<file path="config.mk">
export PLATFORM = sky130hd
export DESIGN_NAME = mc_control
export DESIGN_NICKNAME = d
export VERILOG_FILES = /design/src/rtl/mc_control.sv
export SDC_FILE = /design/constraint.sdc
export NUM_CORES = 1
export LEC_CHECK = 0
export CORE_MARGIN = 2
export CORE_UTILIZATION = 46
export DETAILED_ROUTE_END_ITERATION = 7
export PLACE_DENSITY = 0.81
export SYNTH_ARGS = -nofsm -noshare
export SYNTH_HDL_FRONTEND = slang
export SYNTH_SLANG_ARGS = --single-unit
</file>
<file path="constraint.sdc">
create_clock -name clk -period 2.4 [get_ports clk]
set_clock_uncertainty 0.1 [all_clocks]
set_input_delay 0.36 -clock clk [delete_from_list [all_inputs] [get_ports clk]]
set_output_delay 0.36 -clock clk [all_outputs]
set_load 0.01 [all_outputs]
</file>
<file path="src/rtl/mc_control.sv">
// Multicycle MIPS-style control unit: state sequencing, per-state control
// decode, and a memory wait-state watchdog that traps into a sticky ERROR state.
module mc_control #(
   parameter int MEM_TIMEOUT = 16,
   parameter int CNT_W       = 5
) (
   input  logic       clk,
   input  logic       rst_n,
   input  logic [5:0] opcode,
   input  logic [5:0] funct,
   input  logic       zero,
   input  logic       mem_ready,
   output logic       pc_write,
   output logic       pc_write_cond,
   output logic       ir_write,
   output logic       iord,
   output logic       mem_req,
   output logic       mem_we,
   output logic       reg_write,
   output logic       alu_src_a,
   output logic       ext_op,
   output logic       lui_en,
   output logic       branch_ne,
   output logic [1:0] pc_src,
   output logic [1:0] reg_dst,
   output logic [1:0] mem_to_reg,
   output logic [1:0] alu_src_b,
   output logic [2:0] alu_op,
   output logic       halted,
   output logic [1:0] err_code,
   output logic [3:0] state_o
);

   localparam logic [3:0] S_FETCH    = 4'd0;
   localparam logic [3:0] S_DECODE   = 4'd1;
   localparam logic [3:0] S_MEM_ADDR = 4'd2;
   localparam logic [3:0] S_MEM_RD   = 4'd3;
   localparam logic [3:0] S_MEM_WB   = 4'd4;
   localparam logic [3:0] S_MEM_WR   = 4'd5;
   localparam logic [3:0] S_EXEC_R   = 4'd6;
   localparam logic [3:0] S_ALU_WB   = 4'd7;
   localparam logic [3:0] S_EXEC_I   = 4'd8;
   localparam logic [3:0] S_BRANCH   = 4'd9;
   localparam logic [3:0] S_JUMP     = 4'd10;
   localparam logic [3:0] S_JR       = 4'd11;
   localparam logic [3:0] S_ERROR    = 4'd15;

   localparam logic [CNT_W-1:0] CNT_LIMIT = CNT_W'(MEM_TIMEOUT);
   localparam logic [CNT_W-1:0] CNT_MAX   = '1;

   logic [3:0]       state_q, state_d;
   logic [CNT_W-1:0] cnt_q, cnt_d;
   logic [1:0]       err_q, err_d;
   logic             timeout;
   logic             wait_state;
   logic             ready_m;
   logic             unused_zero;

   // The branch decision (zero XOR branch_ne) is made in the datapath.
   assign unused_zero = zero;

   assign timeout    = (MEM_TIMEOUT != 0) && (cnt_q == CNT_LIMIT) && !mem_ready;
   assign wait_state = (state_q == S_FETCH) || (state_q == S_MEM_RD) || (state_q == S_MEM_WR);

   always_comb begin
      state_d = state_q;
      err_d   = err_q;
      case (state_q)
         S_FETCH: begin
            if (mem_ready)    state_d = S_DECODE;
            else if (timeout) begin state_d = S_ERROR; err_d = 2'b10; end
         end
         S_DECODE: begin
            case (opcode)
               6'h00:                      state_d = (funct == 6'h08) ? S_JR : S_EXEC_R;
               6'h23, 6'h2B:               state_d = S_MEM_ADDR;
               6'h08, 6'h0A, 6'h0B, 6'h0C,
               6'h0D, 6'h0E, 6'h0F:        state_d = S_EXEC_I;
               6'h04, 6'h05:               state_d = S_BRANCH;
               6'h02, 6'h03:               state_d = S_JUMP;
               default: begin state_d = S_ERROR; err_d = 2'b01; end
            endcase
         end
         S_MEM_ADDR: state_d = (opcode == 6'h23) ? S_MEM_RD : S_MEM_WR;
         S_MEM_RD: begin
            if (mem_ready)    state_d = S_MEM_WB;
            else if (timeout) begin state_d = S_ERROR; err_d = 2'b10; end
         end
         S_MEM_WR: begin
            if (mem_ready)    state_d = S_FETCH;
            else if (timeout) begin state_d = S_ERROR; err_d = 2'b10; end
         end
         S_EXEC_R, S_EXEC_I:                      state_d = S_ALU_WB;
         S_MEM_WB, S_ALU_WB, S_BRANCH, S_JUMP, S_JR: state_d = S_FETCH;
         S_ERROR:                                 state_d = S_ERROR;
         default:                                 state_d = S_FETCH;
      endcase
   end

   always_comb begin
      cnt_d = cnt_q;
      if (state_d != state_q)
         cnt_d = '0;
      else if (wait_state && !mem_ready && (cnt_q != CNT_MAX))
         cnt_d = cnt_q + 1'b1;
   end

   always_ff @(posedge clk or negedge rst_n) begin
      if (!rst_n) begin
         state_q <= S_FETCH;
         cnt_q   <= '0;
         err_q   <= 2'b00;
      end else begin
         state_q <= state_d;
         cnt_q   <= cnt_d;
         err_q   <= err_d;
      end
   end

   // While in reset the FETCH decode is shown but must not strobe IR/PC.
   assign ready_m = mem_ready & rst_n;

   always_comb begin
      pc_write      = 1'b0;
      pc_write_cond = 1'b0;
      ir_write      = 1'b0;
      iord          = 1'b0;
      mem_req       = 1'b0;
      mem_we        = 1'b0;
      reg_write     = 1'b0;
      alu_src_a     = 1'b0;
      ext_op        = 1'b1;
      lui_en        = 1'b0;
      branch_ne     = 1'b0;
      pc_src        = 2'b00;
      reg_dst       = 2'b00;
      mem_to_reg    = 2'b00;
      alu_src_b     = 2'b00;
      alu_op        = 3'b000;
      halted        = 1'b0;
      case (state_q)
         S_FETCH: begin
            mem_req   = 1'b1;
            alu_src_b = 2'b01;
            ir_write  = ready_m;
            pc_write  = ready_m;
         end
         S_DECODE:   alu_src_b = 2'b11;
         S_MEM_ADDR: begin alu_src_a = 1'b1; alu_src_b = 2'b10; end
         S_MEM_RD:   begin mem_req = 1'b1; iord = 1'b1; end
         S_MEM_WB:   begin reg_write = 1'b1; mem_to_reg = 2'b01; end
         S_MEM_WR:   begin mem_req = 1'b1; iord = 1'b1; mem_we = ready_m; end
         S_EXEC_R:   begin alu_src_a = 1'b1; alu_op = 3'b010; end
         S_ALU_WB: begin
            reg_write = 1'b1;
            reg_dst   = (opcode == 6'h00) ? 2'b01 : 2'b00;
         end
         S_EXEC_I: begin
            alu_src_a = 1'b1;
            alu_src_b = 2'b10;
            case (opcode)
               6'h0A:               alu_op = 3'b100;
               6'h0B:               alu_op = 3'b101;
               6'h0C, 6'h0D, 6'h0E: begin alu_op = 3'b011; ext_op = 1'b0; end
               6'h0F:               begin lui_en = 1'b1; ext_op = 1'b0; end
               default:             alu_op = 3'b000;
            endcase
         end
         S_BRANCH: begin
            alu_src_a     = 1'b1;
            alu_op        = 3'b001;
            pc_write_cond = 1'b1;
            pc_src        = 2'b01;
            branch_ne     = (opcode == 6'h05);
         end
         S_JUMP: begin
            pc_write = 1'b1;
            pc_src   = 2'b10;
            if (opcode == 6'h03) begin
               reg_write  = 1'b1;
               reg_dst    = 2'b10;
               mem_to_reg = 2'b10;
            end
         end
         S_JR:    begin pc_write = 1'b1; pc_src = 2'b11; end
         S_ERROR: halted = 1'b1;
         default: ;
      endcase
   end

   assign err_code = err_q;
   assign state_o  = state_q;

endmodule

</file>
==> key figures <==
Critical path
  – Crit path arrival time: 1970 ps
  – Reg2Reg Depth: 7
  – CP startpoint kind: flop
  – CP Class: flop to output port
  – CP Max Fanout: 6
  – Type of element capturing the critical path: output port
  – Required arrival time at the worst endpoint: 1940 ps

Clock tree
  – Clk buf depth: 2
  – Sink count of the clock tree: 11
  – Total CTS buffers: 3
  – Clock latency on the worst-skew pair: roughly 270 ps
  – Clock-pin slew on the worst setup and hold paths: roughly 80 ps
  – Clk root buf: sky130_fd_sc_hd__clkbuf_4
  – Hold Buf Count CTS: 0
  – TritonCTS clock tree: built
  – Maximum level of the CTS H-tree: 1

Synth
  – Distinct cell type count after synthesis: 51
  – Number of warnings reported in the yosys synthesis log: 0
  – Arithmetic-cell share of the synthesized area counting full adders, half adders and majority gates: 0.0283
  – Top area cells in the synthesized netlist: sky130_fd_sc_hd__dfrtp_1, sky130_fd_sc_hd__nor3_1, sky130_fd_sc_hd__o21ai_0
  – Ranking of synthesized cells by instance count: sky130_fd_sc_hd__nand2_1, sky130_fd_sc_hd__nor3_1, sky130_fd_sc_hd__o21ai_0
  – Mux cell area share after synthesis: 0.0161
  – Synth Net Count: just under 200
  – Seq cells post-synth: 11
  – Basic-gate share of the synthesized area counting and, or, nand and nor cells: 0.394
  – Area share of the leading cell type in the synthesized netlist: 0.208
  – Avg Cell Area, Syn: 7.62 um2
  – Xor/xnor cell area share of the yosys netlist: 0.0529
  – Compound-cell area share of the yosys netlist: 0.230
  – Sequential fraction of the synthesis area: 0.208
  – Area leader, netlist: sky130_fd_sc_hd__dfrtp_1
  – Post-synth design cell area: roughly 0.0013 mm2
  – Async set or reset register ratio after synthesis: 1.00
  – Main combinational cell family by area after synthesis: simple AND/OR/NAND/NOR gates
  – Post-synth EDFFs: 0
  – Main flop type after synthesis: sky130_fd_sc_hd__dfrtp_1
  – Number of cells produced by synthesis: about 170

Timing
  – Share of the clock period used by the worst path after layout: 1.01
  – Actual transition at the worst max-transition pin: around 530 ps
  – Setup repair after global routing missed its margin: yes
  – Shortest period the worst path allows: approximately 2400 ps
  – Max Fclk: 412 MHz
  – Slew HR: 0.643
  – Final WS setup: -25.4 ps
  – Final Max Slew Viols: 0
  – Setup Viol. Count Final: 1
  – Final hold violations: 0

Route
  – WL/cell: roughly 16 um
  – Routed Antenna Nets: 0
  – First DRT Iteration DRCs: 103
  – Count of vias placed by the detailed router: roughly 1700
  – Number of search-and-repair iterations in the first detailed-routing pass: 5
  – DR DRC count: 0
  – Overall routed net length: between 4000 and 5000 um
  – Average via count per standard cell: 5.98

Finish
  – Layout overhead on the synthesized area: 59.7%
  – Fraction of layout cells with a size suffix above 1: 0.276
  – Cell area after layout: between 0.002 and 0.0025 mm2
  – Utilization of the core after routing: 0.767
  – Number of nets in the layout: ~270
  – Antenna Cells: 0

Global routing
  – Antenna violations before repair: 0
  – Met1 Resource Use GR: 0.350
  – Top Usage Layer GRT: met2
  – Via count of the first global-routing pass: around 1600
  – Global-route wire length before repair: 6970 um
  – Pin count of the biggest net entering global routing: 18
  – Met3 Use GR: 0.0424
  – Met2 usage: 0.437
  – Gr usage total: 0.261
  – Global route overflow: 0

Floorplan
  – Initial Util: 0.480
  – Area enclosed by the die boundary: about 0.0033 mm2
  – Die Height: about 58 um
  – Ports: 45
  – Number of cell rows: 19
  – Die boundary width: a little under 60 um
  – Core region area: around 0.0028 mm2

Status
  – Outcome: complete, but fails checks
  – Violated checks: setup timing

Placed design
  – Post-place setup slack: -318 ps
  – GP Congestion: between 0.8 and 0.9
  – DP Wirelength: roughly 3200 um
  – Dpl cell area: roughly 0.0020 mm2
  – Port buffer count: 43

Job
  – Maximum Capacitance Violations: 0

Pwr
  – Power per cell area: about 950 mW/mm2
  – Static Leakage: 0.954 nW
  – Worst voltage drop across the vdd grid: 0.763 mV

Min path
  – Type of the most critical hold path: input port to asynchronous set/reset pin
==> power by group <==
part           internal [mW]  leakage, nW  total (mW)  switching, mW
sequential             0.228        0.139       0.298         0.0699
clock                 0.0643       0.0150       0.131         0.0662
combinational          0.757        0.799        1.58          0.819
total                   1.05        0.954        2.01          0.956
==> registers in the layout, indices dropped and copies added (netlist names) <==
signal	cells
cnt_q	5
err_code	2
state_o	4
==> what timing repair did <==
item,CTS,global route
setup endpoints to repair,15,11
buffers inserted,1,4
endpoints found under the hold margin,0,0
gates resized for setup,19,15
pin swaps,1,2
==> placed cells by master (no fill, tap or decap), types with 2 or more instances in the layout <==
cell	n
sky130_fd_sc_hd__nand2b_1	9
sky130_fd_sc_hd__dlymetal6s2s_1	3
sky130_fd_sc_hd__or2_2	3
sky130_fd_sc_hd__nor3_2	3
sky130_fd_sc_hd__dfrtp_1	8
sky130_fd_sc_hd__inv_1	6
sky130_fd_sc_hd__nor4_4	3
sky130_fd_sc_hd__o211ai_1	2
sky130_fd_sc_hd__nor4b_1	2
sky130_fd_sc_hd__clkbuf_4	3
sky130_fd_sc_hd__dfrtp_2	3
sky130_fd_sc_hd__o21ai_0	13
sky130_fd_sc_hd__o31ai_1	2
sky130_fd_sc_hd__o22ai_1	4
sky130_fd_sc_hd__nor2_1	8
sky130_fd_sc_hd__nand2_1	14
sky130_fd_sc_hd__nand4_1	2
sky130_fd_sc_hd__and2_1	3
sky130_fd_sc_hd__clkdlybuf4s50_1	29
sky130_fd_sc_hd__and4_1	3
sky130_fd_sc_hd__o21bai_1	2
sky130_fd_sc_hd__a21oi_1	8
sky130_fd_sc_hd__nor3b_1	4
sky130_fd_sc_hd__buf_4	38
sky130_fd_sc_hd__nor2_2	2
sky130_fd_sc_hd__and3_1	3
sky130_fd_sc_hd__ha_1	3
sky130_fd_sc_hd__nor2b_1	4
sky130_fd_sc_hd__nor3_1	11
sky130_fd_sc_hd__dlygate4sd2_1	11
sky130_fd_sc_hd__xnor2_1	4
sky130_fd_sc_hd__xor2_1	4
==> path summary, 6_finish.rpt <==
path | from | endpoint | slack [ps]
max | state_o[2] | branch_ne | -30
min | rst_n | state_o[0] | 310
max reg2reg | state_o[2] | cnt_q[2] | 120
min reg2reg | err_code[0] | err_code[0] | 410
max in group asynchronous | rst_n | state_o[1] | 1730
min in group clk | err_code[0] | err_code[0] | 410
==> metrics by stage <==
step / instances / power, mW / hold slack (ps) / setup TNS (ps)
2_1_floorplan: 174 / 1.13 / -35.6 / 0
3_3_place_gp: 268 / 1.73 / 373 / -3120
3_5_place_dp: 268 / 1.77 / 403 / -3360
4_1_cts: 273 / 1.90 / 315 / -4.80
5_1_grt: 277 / 2.14 / 334 / -181
6_report: 277 / 2.01 / 305 / -25.4
==> layout make-up <==
cell class / count / area [um2]
Clock buffer: 4 / 26.3
Sequential cell: 11 / 279
Fill cell: 173 / 642
Multi-Input combinational cell: 144 / 1040
Timing Repair Buffer: 81 / 709
Tap cell: 31 / 38.8
Inverter: 6 / 22.5
==> worst max-delay path: stages (launching register included) <==
cell,delay (ps)
sky130_fd_sc_hd__dfrtp_2,460
sky130_fd_sc_hd__nand2b_1,210
sky130_fd_sc_hd__buf_4,180
sky130_fd_sc_hd__nor2_2,150
sky130_fd_sc_hd__and3_1,160
sky130_fd_sc_hd__clkdlybuf4s50_1,530
==> kinds of logic (layout without fill, tap and decap cells) <==
family | count (synthesis) | count (layout)
XOR/XNOR | 8 | 8
adder cells (fa/ha/maj) | 3 | 3
flip-flops | 11 | 11
buffers and inverters | 19 | 91
multiplexers | 2 | 2
AO/OA/AOI/OAI | 45 | 45
AND/OR/NAND/NOR | 86 | 86
==> layer usage <==
metal,part of all wire,routed length [um]
met4,0.017,74
met2,0.51,2230
met5,0,0
met3,0.050,218
met1,0.42,1850
Note: power is estimated with default switching activity, not from simulation.
